[src/rtl/seq_detector_param.sv]
// seq_detector_param: serial pattern detector. Samples x once every DIV clocks
// and compares the most recent samples against a runtime-loadable pattern.
// Matches drive an active-low detect, a saturating counter and a 7-segment digit.
module seq_detector_param #(
    parameter int unsigned             PAT_W   = 8,
    parameter int unsigned             LEN_W   = 4,
    parameter int unsigned             DIV     = 20000000,
    parameter int unsigned             CNT_W   = 8,
    parameter logic [PAT_W-1:0]        DEF_PAT = 8'b00001010,
    parameter logic [LEN_W-1:0]        DEF_LEN = 4,
    parameter logic                    DEF_OVL = 1'b1
) (
    input  logic             clk,
    input  logic             rst,
    input  logic             x,
    input  logic             cfg_load,
    input  logic [PAT_W-1:0] cfg_pattern,
    input  logic [LEN_W-1:0] cfg_len,
    input  logic             cfg_overlap,
    output logic             tick,
    output logic             y,
    output logic             match_pulse,
    output logic [CNT_W-1:0] match_cnt,
    output logic             a,
    output logic             b,
    output logic             c,
    output logic             d,
    output logic             e,
    output logic             f,
    output logic             g
);

    localparam int unsigned DIV_W = (DIV > 2) ? $clog2(DIV) : 1;
    localparam logic [DIV_W-1:0] DIV_LAST = DIV_W'(DIV - 1);
    localparam logic [LEN_W-1:0] PAT_MAX  = LEN_W'(PAT_W);

    logic [DIV_W-1:0] div_cnt;
    logic [PAT_W-1:0] hist;
    logic [LEN_W-1:0] fill;
    logic [PAT_W-1:0] pattern;
    logic [LEN_W-1:0] len;
    logic             ovl;
    logic [6:0]       seg;

    logic [LEN_W-1:0] eff_len;
    logic [LEN_W-1:0] new_fill;
    logic [PAT_W-1:0] new_hist;
    logic [PAT_W-1:0] mask;
    logic             sample;
    logic             hit;
    logic [3:0]       digit;
    logic [6:0]       seg_next;

    // Free-running divider; tick is registered so it is a clean one-cycle strobe.
    always_ff @(posedge clk) begin
        if (rst) begin
            div_cnt <= '0;
            tick    <= 1'b0;
        end else begin
            div_cnt <= (div_cnt == DIV_LAST) ? '0 : div_cnt + 1'b1;
            tick    <= (div_cnt == DIV_LAST);
        end
    end

    // Match evaluation on the post-shift history; a cfg_load on a tick suppresses the sample.
    always_comb begin
        sample   = tick & ~cfg_load;
        eff_len  = (len > PAT_MAX) ? PAT_MAX : len;
        new_hist = {hist[PAT_W-2:0], x};
        new_fill = (fill >= PAT_MAX) ? PAT_MAX : fill + 1'b1;
        mask     = '0;
        for (int i = 0; i < int'(PAT_W); i++) begin
            mask[i] = (LEN_W'(i) < eff_len);
        end
        hit = sample && (eff_len != '0) && (new_fill >= eff_len) &&
              ((new_hist & mask) == (pattern & mask));
    end

    // Config, history, detect output and saturating match counter.
    always_ff @(posedge clk) begin
        if (rst) begin
            pattern     <= DEF_PAT;
            len         <= DEF_LEN;
            ovl         <= DEF_OVL;
            hist        <= '0;
            fill        <= '0;
            y           <= 1'b1;
            match_pulse <= 1'b0;
            match_cnt   <= '0;
        end else if (cfg_load) begin
            pattern     <= cfg_pattern;
            len         <= cfg_len;
            ovl         <= cfg_overlap;
            hist        <= '0;
            fill        <= '0;
            y           <= 1'b1;
            match_pulse <= 1'b0;
        end else begin
            match_pulse <= 1'b0;
            if (tick) begin
                hist <= new_hist;
                // Non-overlapping mode restarts the fill so the next match needs fresh samples.
                fill <= (hit && !ovl) ? '0 : new_fill;
                y    <= ~hit;
                if (hit) begin
                    match_pulse <= 1'b1;
                    if (match_cnt != '1) match_cnt <= match_cnt + 1'b1;
                end
            end
        end
    end

    // Active-low segment pattern {a..g} for the decimal digit of the count.
    always_comb begin
        digit = 4'(match_cnt % 10);
        case (digit)
            4'd0:    seg_next = 7'b0000001;
            4'd1:    seg_next = 7'b1001111;
            4'd2:    seg_next = 7'b0010010;
            4'd3:    seg_next = 7'b0000110;
            4'd4:    seg_next = 7'b1001100;
            4'd5:    seg_next = 7'b0100100;
            4'd6:    seg_next = 7'b0100000;
            4'd7:    seg_next = 7'b0001111;
            4'd8:    seg_next = 7'b0000000;
            4'd9:    seg_next = 7'b0000100;
            default: seg_next = 7'b1111111;
        endcase
    end

    // Segment register trails match_cnt by one cycle.
    always_ff @(posedge clk) begin
        if (rst) seg <= 7'b0000001;
        else     seg <= seg_next;
    end

    assign {a, b, c, d, e, f, g} = seg;

endmodule
[config.mk]
export PLATFORM = sky130hd
export DESIGN_NAME = seq_detector_param
export DESIGN_NICKNAME = d
export VERILOG_FILES = /design/src/rtl/seq_detector_param.sv
export SDC_FILE = /design/constraint.sdc
export NUM_CORES = 1
export LEC_CHECK = 0
export ABC_AREA = 1
export BUFFER_PORTS_ARGS = -buffer_cell sky130_fd_sc_hd__buf_2
export CAP_MARGIN = 10
export CORE_ASPECT_RATIO = 1.25
export CORE_UTILIZATION = 55
export CTS_CLUSTER_SIZE = 10
export DETAILED_ROUTE_END_ITERATION = 10
export MAX_ROUTING_LAYER = met4
export PLACE_DENSITY_LB_ADDON = 0.12
export SYNTH_ARGS = -nofsm -noshare
export SYNTH_HDL_FRONTEND = slang
export SYNTH_SLANG_ARGS = --single-unit
[constraint.sdc]
create_clock -name clk -period 3.7 [get_ports clk]
set_input_delay 0.185 -clock clk [delete_from_list [all_inputs] [get_ports clk]]
set_output_delay 0.185 -clock clk [all_outputs]
set_load 0.05 [all_outputs]
==> flow_summary_export.csv, run 1 <==
group,metric,value,unit
worst_setup_path,slowest_stage,"dfxtp_2",
timing,drv_slew,0,
timing,rsz0062_at_grt,"false",
global_routing,gr-total-overflow,0,
clock_network,cts_root_buf,"clkbuf_8",
power,intPower,1.09,mW
power,power_switching,0.336,mW
power,swShare,23.6,%
place,hpwl,6020,µm
die,ios,35,
clock_network,cts-htree-levels,3,
global_routing,grt_pass1_wl,14200,µm
global_routing,met1_usage,24.7,%
global_routing,grtUsageMet2,47.5,%
clock_network,cts.path.max_buffers,2,
logic_synthesis,yosysWarnings,0,
min_path,hold_path.class,"in -> reg",
worst_setup_path,critPathBufInv,2,
layout,drive_gt1_share,19.0,%
power,share_comb_of_total_power,5.0,%
drt,routed_wl,8020,µm
logic_synthesis,synth.distinct_cells,41,
worst_setup_path,crit_family,"simple AND/OR/NAND/NOR gates",
logic_synthesis,synthCells,541,
layout,fill_cells,628,
place,portBuffers,34,
worst_setup_path,cp-start-kind,"register",
power,worst_ir_drop_vdd,0.000377,V
drt,drt-pass1-iter-count,4,
worst_setup_path,crit_fanout,9,
drt,viasPerCell,5.23,
timing,skew,0.00837,ns
logic_synthesis,syn_nets,572,
die,rows,33,
power,seq_power_share,52.1,%
layout,nets,614,
clock_network,cts_buffers,9,
worst_setup_path,cpPeakStageDelay,0.36,ns
timing,max_slew_margin,50.3,%
worst_setup_path,cp.required,3.92,ns
layout,seq_area,1340,µm²
timing,setup_violations,0,
logic_synthesis,avgSynthCellArea,7.08,µm²
worst_setup_path,cp.arrival,3.62,ns
logic_synthesis,syn-cell-area,3830,µm²
clock_network,clk_pin_slew_worst_paths,0.08,ns
drt,detail_route.drc_violations,0,
timing,fin_crit_sh,91.9,%
timing,worst_slew_pin_slew,0.727,ns
power,p_total,1.43,mW
power,power_leakage,2.00,nW
global_routing,grtUsageTotal,24.8,%
die,initial_core_util,57.6,%
job,maxCapViolCount,0,
power,pwr-share-clk,43.0,%
layout,diodes,0,
global_routing,use_met3,4.02,%
power,powerDensity,329,nW/µm²
status,status,"completed",
drt,initialDrtViolationCount,140,
global_routing,antenna_found_initial,0,
clock_network,clock_latency,0.34,ns
timing,hold_viol,0,
layout,area_growth,13.1,%
die,dieHeight,95.3,µm
global_routing,grt_pass1_vias,3471,
clock_network,cts_tree,"built",
worst_setup_path,crit_type,"reg -> reg",
logic_synthesis,ys_ff_latch,67,
drt,vias,3529,
die,die_w,76.6,µm
global_routing,top_usage_layer,"met2",
timing,fmax,294,MHz
worst_setup_path,endpoint_kind,"register",
place,gp_congestion,0.931,
die,core_area,6650,µm²
drt,ant_nets,0,
global_routing,grt_max_degree,23,
clock_network,cts_sinks,67,
die,dieArea,7300,µm²
timing,min_period,3.40,ns
worst_setup_path,cp_common_cell,"nand2_1",
timing,tns,0,ns
layout,multi_input_area,2180,µm²
drt,wl_per_cell,11.9,µm
logic_synthesis,synth.yosys.seq_area_share,35.0,%
cell families after synthesis:
kind of cell               Yosys count  synth area share [%]
buffers and inverters               84                  8.30
AOI/OAI and AO/OA                   89                  13.4
DFF                                 67                  35.0
adders and majority gates           14                  4.57
xor gates and xnor gates            17                  3.89
and+or+nand+nor                    270                  34.8
metrics by stage:
step                      setup slack (ns)  hold slack (ns)  util [%]  instance area (µm²)  cells
after global routing              0.000323           0.0437      65.2                 4330    675
after CTS                            0.189           0.0502      64.7                 4300    672
after detailed placement             0.195            0.411      61.6                 4100    656
after global placement               0.311            0.400      61.6                 4100    656
after floorplan                     0.0500            0.311         -                 3830    541
final                                0.301           0.0569      65.2                 4330    675
synthesized netlist by cell type:
library cell	instances	area share, %
inv_2	9	0.88
xor2_1	9	2.1
o21bai_4	1	0.49
a21oi_4	2	0.85
nand3_4	3	1.4
o21ai_2	1	0.23
o21ai_0	26	3.4
o2111ai_1	1	0.23
clkinv_2	1	0.13
clkinv_1	1	0.098
nor2_4	2	0.59
a2111oi_0	1	0.23
nor2_2	1	0.16
xnor2_1	8	1.8
nor4_1	3	0.49
inv_1	64	6.3
nor3_1	21	2.7
buf_1	1	0.098
dfxtp_1	67	35
nor3_2	1	0.26
and3_1	1	0.16
o21a_1	3	0.59
nand3b_1	1	0.20
nand3_1	32	4.2
nand4_1	10	1.6
a21oi_1	47	6.1
nand2_2	16	2.6
nand2_1	96	9.4
or2_2	1	0.16
nand2_4	4	1.2
and2_4	1	0.23
clkbuf_1	7	0.69
nand3b_4	1	0.52
buf_2	1	0.13
o21ai_1	1	0.13
ha_1	14	4.6
a21boi_0	1	0.20
nor2_1	67	6.6
nand3_2	9	2.4
o22ai_1	2	0.33
o211ai_1	3	0.59
sequential cells by signal (all words and copies together) (netlist names):
signal,flops
div_cnt,25
match_cnt,8
pattern,8
hist,7
seg,7
fill,4
len,4
match_pulse,1
ovl,1
tick,1
y,1
metal layers:
| metal | vias to the layer above | part of all wire (%) |
|---|---|---|
| met5 | - | 0 |
| met4 | 0 | 2.2 |
| met3 | 18 | 3.0 |
| met2 | 62 | 51 |
| met1 | 1608 | 44 |
| li1 | 1841 | - |
path summary, 6_finish.rpt:
check	startpoint	slack [ns]	end	cells past startpoint
max	match_cnt[5]$_SDFFE_PP0P_	0.30	seg[3]$_SDFF_PP0_	27
min	cfg_pattern[1]	0.06	pattern[1]$_SDFFE_PP1P_	3
max reg2reg	match_cnt[5]$_SDFFE_PP0P_	0.30	seg[3]$_SDFF_PP0_	27
min reg2reg	div_cnt[0]$_SDFF_PP0_	0.46	div_cnt[0]$_SDFF_PP0_	1
power by group through the flow:
stage / sequential (mW) / combinational (mW) / clock [mW]
floorplan: 0.756 / 0.0489 / 0
global placement: 0.758 / 0.0680 / 0
detailed placement: 0.759 / 0.0706 / 0
CTS: 0.742 / 0.0708 / 0.627
global route: 0.744 / 0.0818 / 0.660
finish: 0.742 / 0.0709 / 0.613
placed cells by master, fill, tap and decap left out, types with 4 or more instances in the layout:
| cell type | Yosys | layout |
|---|---|---|
| a21oi_1 | 47 | 47 |
| buf_2 | 1 | 34 |
| buf_4 | 0 | 6 |
| clkbuf_8 | 0 | 10 |
| dfxtp_1 | 67 | 66 |
| ha_1 | 14 | 14 |
| inv_1 | 64 | 64 |
| inv_2 | 9 | 8 |
| nand2_1 | 96 | 96 |
| nand2_2 | 16 | 16 |
| nand2_4 | 4 | 4 |
| nand3_1 | 32 | 31 |
| nand3_2 | 9 | 10 |
| nand4_1 | 10 | 10 |
| nor2_1 | 67 | 67 |
| nor3_1 | 21 | 21 |
| o21ai_0 | 26 | 26 |
| xnor2_1 | 8 | 8 |
| xor2_1 | 9 | 9 |
final cells by class:
cell class	instances	share of cell area [%]
Tap cell	87	2.51
Clock inverter	6	1.47
Timing Repair Buffer	40	4.97
Multi-Input combinational cell	390	50.3
Sequential cell	67	31.0
Clock buffer	10	3.18
Inverter	75	6.58
repair_timing:
item / in CTS / in global routing
endpoints found under the setup margin: 0 / 5
gates resized for setup: 0 / 4
hold buffers: 0 / 0
setup buffers: 0 / 3
worst register-to-register path: stages (launching register included):
cell,delay [ns]
dfxtp_2,0.36
inv_4,0.10
nand2_4,0.07
ha_1,0.21
nand3b_4,0.25
nand2_4,0.14
nand3_1,0.07
nand2_1,0.11
inv_2,0.08
nand3_4,0.08
nand2_1,0.09
nand2_2,0.09
nand2_2,0.07
nor2_4,0.15
nand3_1,0.09
nand3_1,0.07
nand2_1,0.06
nor2_1,0.09
nand2_1,0.10
nor2_4,0.17
nand2_2,0.09
nand2_2,0.10
nand2_1,0.11
ha_1,0.28
nand3_1,0.08
nand2_1,0.05
nor2_1,0.08
nor2_1,0.05
Power figures use the tool's default switching activity.
==> run 2, diff against run 1 <==
--- a/config.mk
+++ b/config.mk
@@ -8,8 +8,10 @@
 export ABC_AREA = 1
 export BUFFER_PORTS_ARGS = -buffer_cell sky130_fd_sc_hd__buf_2
 export CAP_MARGIN = 10
+export CELL_PAD_IN_SITES_DETAIL_PLACEMENT = 1
+export CELL_PAD_IN_SITES_GLOBAL_PLACEMENT = 1
 export CORE_ASPECT_RATIO = 1.25
-export CORE_UTILIZATION = 55
+export CORE_UTILIZATION = 43
 export CTS_CLUSTER_SIZE = 10
 export DETAILED_ROUTE_END_ITERATION = 10
 export MAX_ROUTING_LAYER = met4
==> run 2 against run 1 <==
Compared with the run above: utilization fell by 14 points; highest routed layer unchanged; sequential share of layout area fell by 0.63 points; critical path depth fell by 4; non-clock buffer count rose by 2; sequential power barely moved; clock power rose by 6.5%; count of clock-buffer cells in the layout did not move; combinational power rose by 3.2%.
==> flow_summary_export.csv, run 2 (synthesis gave the netlist of run 1 again) <==
group,metric,value,unit
worst_setup_path,reg2reg_slack,0.26,ns
worst_setup_path,r2r_end,"seg[5]$_SDFF_PP0_",
die,rows,38,
layout,layout_commonest_cell,"nand2_1",
layout,final_cell_mix,"95 x nand2_1, 66 x nor2_1, 66 x dfxtp_1",
timing,tns,0,ns
min_path,hold_path.class,"in -> reg",
timing,worst_slew_pin_slew,0.723,ns
clock_network,cts-htree-levels,3,
drt,routed_wl,9610,µm
worst_setup_path,r2r_cells,23,
layout,regMostFlops,"div_cnt",
worst_setup_path,slowest_stage,"dfxtp_1",
layout,nets,616,
drt,vias,3582,
timing,fin_ws,0.260,ns
global_routing,gr-total-overflow,0,
clock_network,cts_root_buf,"clkbuf_8",
global_routing,grtUsageTotal,22.7,%
timing,max_slew_margin,51.3,%
place,gp_congestion,0.836,
timing,rsz0062_at_grt,"false",
die,ios,35,
worst_setup_path,cp.required,3.98,ns
worst_setup_path,crit_fanout,5,
global_routing,antenna_found_initial,0,
drt,ant_nets,0,
status,status,"completed",
worst_setup_path,cp_common_cell,"nand2_4",
worst_setup_path,cpPeakStageDelay,0.33,ns
place,place_ws,0.0551,ns
worst_setup_path,worstPathCellList,"inv_2 -> nand2_4 -> ha_1 -> o21bai_4 -> nand2_4 -> inv_2 -> nand4_1 -> nand3_4 -> nand2_1 -> nand2_2 -> nand2_2 -> nor2_4 -> nand4_1 -> nand3_2 -> nand3_2 -> nor2_4 -> nand2_4 -> nand2_4 -> nand2_2 -> ha_1 -> nor2_1 -> nand2_1 -> a21oi_1",
worst_setup_path,crit_type,"reg -> reg",
timing,hold_viol,0,
place,portBuffers,34,
min_path,min_to,"pattern[1]$_SDFFE_PP1P_",
power,worst_ir_drop_vdd,0.000447,V
layout,largest_register_ffs,25,
drt,initialDrtViolationCount,100,
timing,skew,0.0132,ns
worst_setup_path,cp.arrival,3.72,ns
clock_network,clk_pin_slew_worst_paths,0.07,ns
min_path,min_from,"cfg_pattern[1]",
global_routing,grt_max_degree,23,
layout,top_regs,"div_cnt (25), match_cnt (8), pattern (8)",
place,hpwl,7570,µm
die,core_area,8650,µm²
worst_setup_path,reg2reg_from,"match_cnt[6]$_SDFFE_PP0P_",
clock_network,clock_latency,0.36,ns
timing,fin_crit_sh,93.0,%
layout,stdcell_area,4420,µm²
layout,drive_gt1_share,19.7,%
global_routing,grt_pass1_wl,16200,µm
place,placed_area,4140,µm²
die,die_w,86.4,µm
drt,detail_route.drc_violations,0,
power,power_leakage,2.02,nW
clock_network,cts_sinks,67,
timing,drv_slew,0,
power,powerDensity,332,nW/µm²
die,initial_core_util,44.3,%
die,dieHeight,108,µm
timing,setup_violations,0,
drt,wl_per_cell,13.5,µm
clock_network,ctsHoldBuffers,0,
clock_network,cts_buffers,9,
clock_network,cts_tree,"built",
worst_setup_path,endpoint_kind,"register",
timing,fmax,291,MHz
min_path,holdPathStages,3,
layout,area_growth,15.5,%
global_routing,grt_pass1_vias,3673,
clock_network,cts.path.max_buffers,2,
timing,min_period,3.44,ns
worst_setup_path,cp-start-kind,"register",
drt,drt-pass1-iter-count,4,
power,p_total,1.47,mW
die,dieArea,9290,µm²
drt,viasPerCell,5.05,
job,maxCapViolCount,0,
layout,diodes,0,
-- run 2: changes by cell type in the layout (fill, tap and decap cells not counted), moves of 2 or more --
cell,before,now
clkinv_2,3,5
buf_4,6,8
nand2_4,4,6
clkinvlp_4,2,0
-- run 2: final cells by class --
cell class / instances / area, µm²
well taps: 120 / 150
clock inverters: 6 / 80.1
clock buffers: 10 / 128
repair buffers: 42 / 230
flip-flops and latches: 67 / 1340
inverters: 75 / 285
multi-input cells: 390 / 2210
fillers: 1175 / 4230
-- run 2: repair_timing --
item,in CTS,in global routing
setup endpoints to repair,0,7
setup buffers,0,5
gates resized for setup,0,10
-- run 2: worst max-delay path, delay by kind of cell, from the launching register on --
| kind | cells | cell delay, ns |
|---|---|---|
| AOI/OAI and AO/OA | 2 | 0.29 |
| adders and majority gates | 2 | 0.61 |
| buffers and inverters | 2 | 0.20 |
| DFF | 1 | 0.33 |
| and+or+nand+nor | 17 | 1.93 |
-- run 2: per-stage QoR --
step | utilization [%] | hold WS [ns] | std cells
6_report | 51.1 | 0.0539 | 710
5_1_grt | 51.1 | 0.0434 | 710
4_1_cts | 50.2 | 0.0399 | 705
3_5_place_dp | 47.8 | 0.415 | 689
3_3_place_gp | 47.8 | 0.396 | 689
2_1_floorplan | - | 0.311 | 541
-- run 2: metal layers --
layer	up-vias	global-route usage [%]	wire, µm
met1	1671	24.7	4150
li1	1851	-	-
met5	-	-	0
met2	40	40.4	5010
met3	20	3.99	199
met4	0	9.52	246
-- run 2: worst max-delay path by stage --
| stage | cells after the start | end | from |
|---|---|---|---|
| after floorplan | 24 | seg[3]$_SDFF_PP0_ | match_cnt[6]$_SDFFE_PP0P_ |
| after global placement | 24 | seg[3]$_SDFF_PP0_ | match_cnt[5]$_SDFFE_PP0P_ |
| after detailed placement | 24 | seg[3]$_SDFF_PP0_ | match_cnt[5]$_SDFFE_PP0P_ |
| after CTS | 23 | seg[5]$_SDFF_PP0_ | match_cnt[5]$_SDFFE_PP0P_ |
| after global routing | 23 | seg[5]$_SDFF_PP0_ | match_cnt[6]$_SDFFE_PP0P_ |
| final | 23 | seg[5]$_SDFF_PP0_ | match_cnt[6]$_SDFFE_PP0P_ |
-- run 2: report_power, final --
part | total [mW] | switching, mW | internal [mW]
sequential | 0.743 | 0.00897 | 0.734
combinational | 0.0732 | 0.0459 | 0.0273
clock | 0.653 | 0.278 | 0.375
total | 1.47 | 0.333 | 1.14
==> run 3, diff against run 2 <==
--- a/config.mk
+++ b/config.mk
@@ -14,7 +14,6 @@
 export CORE_UTILIZATION = 43
 export CTS_CLUSTER_SIZE = 10
 export DETAILED_ROUTE_END_ITERATION = 10
-export MAX_ROUTING_LAYER = met4
 export PLACE_DENSITY_LB_ADDON = 0.12
 export SYNTH_ARGS = -nofsm -noshare
 export SYNTH_HDL_FRONTEND = slang
==> run 3 against run 2 <==
Compared with the run above: routed wire length about the same; critical path depth unchanged; design area unchanged; first-iteration DRC count down 3.0%; clock skew about the same; worst setup slack better by 0.00092 ns; sequential power about the same; sequential share of layout area unchanged.
==> flow_summary_export.csv, run 3 (synthesis gave the netlist of run 1 again) <==
group,metric,value,unit
status,status,"completed",
power,seq_power_share,50.6,%
clock_network,cts-htree-levels,3,
power,power_leakage,2.02,nW
worst_setup_path,cp-start-kind,"register",
min_path,hold_path.class,"in -> reg",
worst_setup_path,critPathLaunch,"match_cnt[6]$_SDFFE_PP0P_",
global_routing,grt_pass1_wl,16200,µm
global_routing,grtUsageTotal,22.1,%
layout,regMostFlops,"div_cnt",
layout,nets,616,
timing,worst_slew_pin_slew,0.723,ns
worst_setup_path,cp.arrival,3.72,ns
global_routing,grt_max_degree,23,
power,worst_ir_drop_vdd,0.000446,V
die,core_area,8650,µm²
drt,wl_per_cell,13.5,µm
power,pwr-share-clk,44.4,%
timing,drv_slew,0,
clock_network,cts.path.max_buffers,2,
layout,area_growth,15.5,%
power,swShare,22.6,%
timing,hold_viol,0,
power,power_switching,0.332,mW
layout,final_cell_mix,"95 x nand2_1, 66 x nor2_1, 66 x dfxtp_1",
timing,skew,0.0132,ns
place,placed_area,4140,µm²
worst_setup_path,reg2reg_from,"match_cnt[6]$_SDFFE_PP0P_",
power,share_comb_of_total_power,5.0,%
power,intPower,1.14,mW
global_routing,antenna_found_initial,0,
drt,detail_route.drc_violations,0,
timing,setup_violations,0,
timing,fmax,291,MHz
layout,drive_gt1_share,19.7,%
place,hpwl,7570,µm
die,die_w,86.4,µm
timing,max_slew_margin,51.3,%
die,initial_core_util,44.3,%
clock_network,cts_tree,"built",
drt,initialDrtViolationCount,97,
power,powerDensity,332,nW/µm²
clock_network,clk_pin_slew_worst_paths,0.07,ns
clock_network,cts_root_buf,"clkbuf_8",
drt,vias,3580,
global_routing,gr-total-overflow,0,
clock_network,cts_buffers,9,
layout,stdcell_area,4420,µm²
global_routing,grt_pass1_vias,3668,
timing,rsz0062_at_grt,"false",
clock_network,cts_sinks,67,
drt,viasPerCell,5.04,
die,dieHeight,108,µm
layout,top_regs,"div_cnt (25), match_cnt (8), pattern (8)",
die,rows,38,
worst_setup_path,crit_fanout,5,
job,maxCapViolCount,0,
die,dieArea,9290,µm²
place,portBuffers,34,
layout,largest_register_ffs,25,
worst_setup_path,crit_type,"reg -> reg",
timing,tns,0,ns
drt,routed_wl,9610,µm
drt,ant_nets,0,
place,gp_congestion,0.824,
layout,layout_commonest_cell,"nand2_1",
layout,fill_cells,1175,
worst_setup_path,cp.required,3.98,ns
timing,min_period,3.44,ns
layout,diodes,0,
die,ios,35,
worst_setup_path,endpoint_kind,"register",
timing,fin_crit_sh,92.9,%
clock_network,clock_latency,0.36,ns
drt,drt-pass1-iter-count,4,
min_path,min_from,"cfg_pattern[1]",
-- run 3: path summary, 6_finish.rpt --
path	to	slack, ns	depth (start not counted)
hold / removal	pattern[1]$_SDFFE_PP1P_	0.05	3
setup / recovery	seg[5]$_SDFF_PP0_	0.26	23
setup reg to reg	seg[5]$_SDFF_PP0_	0.26	23
hold reg to reg	div_cnt[0]$_SDFF_PP0_	0.47	1
-- run 3: what timing repair did --
action	in CTS	in global routing
resized for setup	0	10
buffers inserted	0	5
hold buffers	0	0
setup endpoints to repair	0	7
-- run 3: area by class of cell --
class | instances | area, µm² | share of cell area, %
Sequential cell | 67 | 1340 | 30.4
Timing Repair Buffer | 42 | 230 | 5.21
Multi-Input combinational cell | 390 | 2210 | 49.9
Clock inverter | 6 | 80.1 | 1.81
Tap cell | 120 | 150 | 3.39
Inverter | 75 | 285 | 6.45
Clock buffer | 10 | 128 | 2.89
-- run 3: worst max-delay path: stages, from the launching register on --
cell	delay [ns]
dfxtp_1	0.33
inv_2	0.12
nand2_4	0.08
ha_1	0.33
o21bai_4	0.18
nand2_4	0.08
inv_2	0.08
nand4_1	0.16
nand3_4	0.14
nand2_1	0.09
nand2_2	0.09
nand2_2	0.08
nor2_4	0.16
nand4_1	0.21
nand3_2	0.13
nand3_2	0.08
nor2_4	0.20
nand2_4	0.09
nand2_4	0.09
nand2_2	0.07
ha_1	0.28
nor2_1	0.11
nand2_1	0.06
a21oi_1	0.11
-- run 3: per-layer routing --
metal / wire [µm] / share of wire, % / GRT usage (%)
met5: 0 / 0 / 0
met4: 247 / 2.6 / 9.52
met3: 210 / 2.2 / 4.06
met2: 5020 / 52 / 40.4
met1: 4140 / 43 / 24.7
-- run 3: power by group through the flow --
| stage | Sequential, mW | Clock (mW) | Combinational (mW) |
|---|---|---|---|
| after global routing | 0.744 | 0.700 | 0.0855 |
| after CTS | 0.743 | 0.673 | 0.0750 |
| after global placement | 0.759 | 0 | 0.0706 |
| final | 0.743 | 0.652 | 0.0732 |
| after floorplan | 0.756 | 0 | 0.0489 |
| after detailed placement | 0.759 | 0 | 0.0741 |
-- run 3: metrics by stage --
stage	power (mW)	hold WS, ns	instances	worst slack (ns)	utilization [%]
6_report	1.47	0.0534	710	0.261	51.1
5_1_grt	1.53	0.0434	710	0.00724	51.1
4_1_cts	1.49	0.0399	705	0.0269	50.2
3_3_place_gp	0.829	0.396	689	0.243	47.8
2_1_floorplan	0.805	0.311	541	0.0500	-
3_5_place_dp	0.833	0.415	689	0.0551	47.8
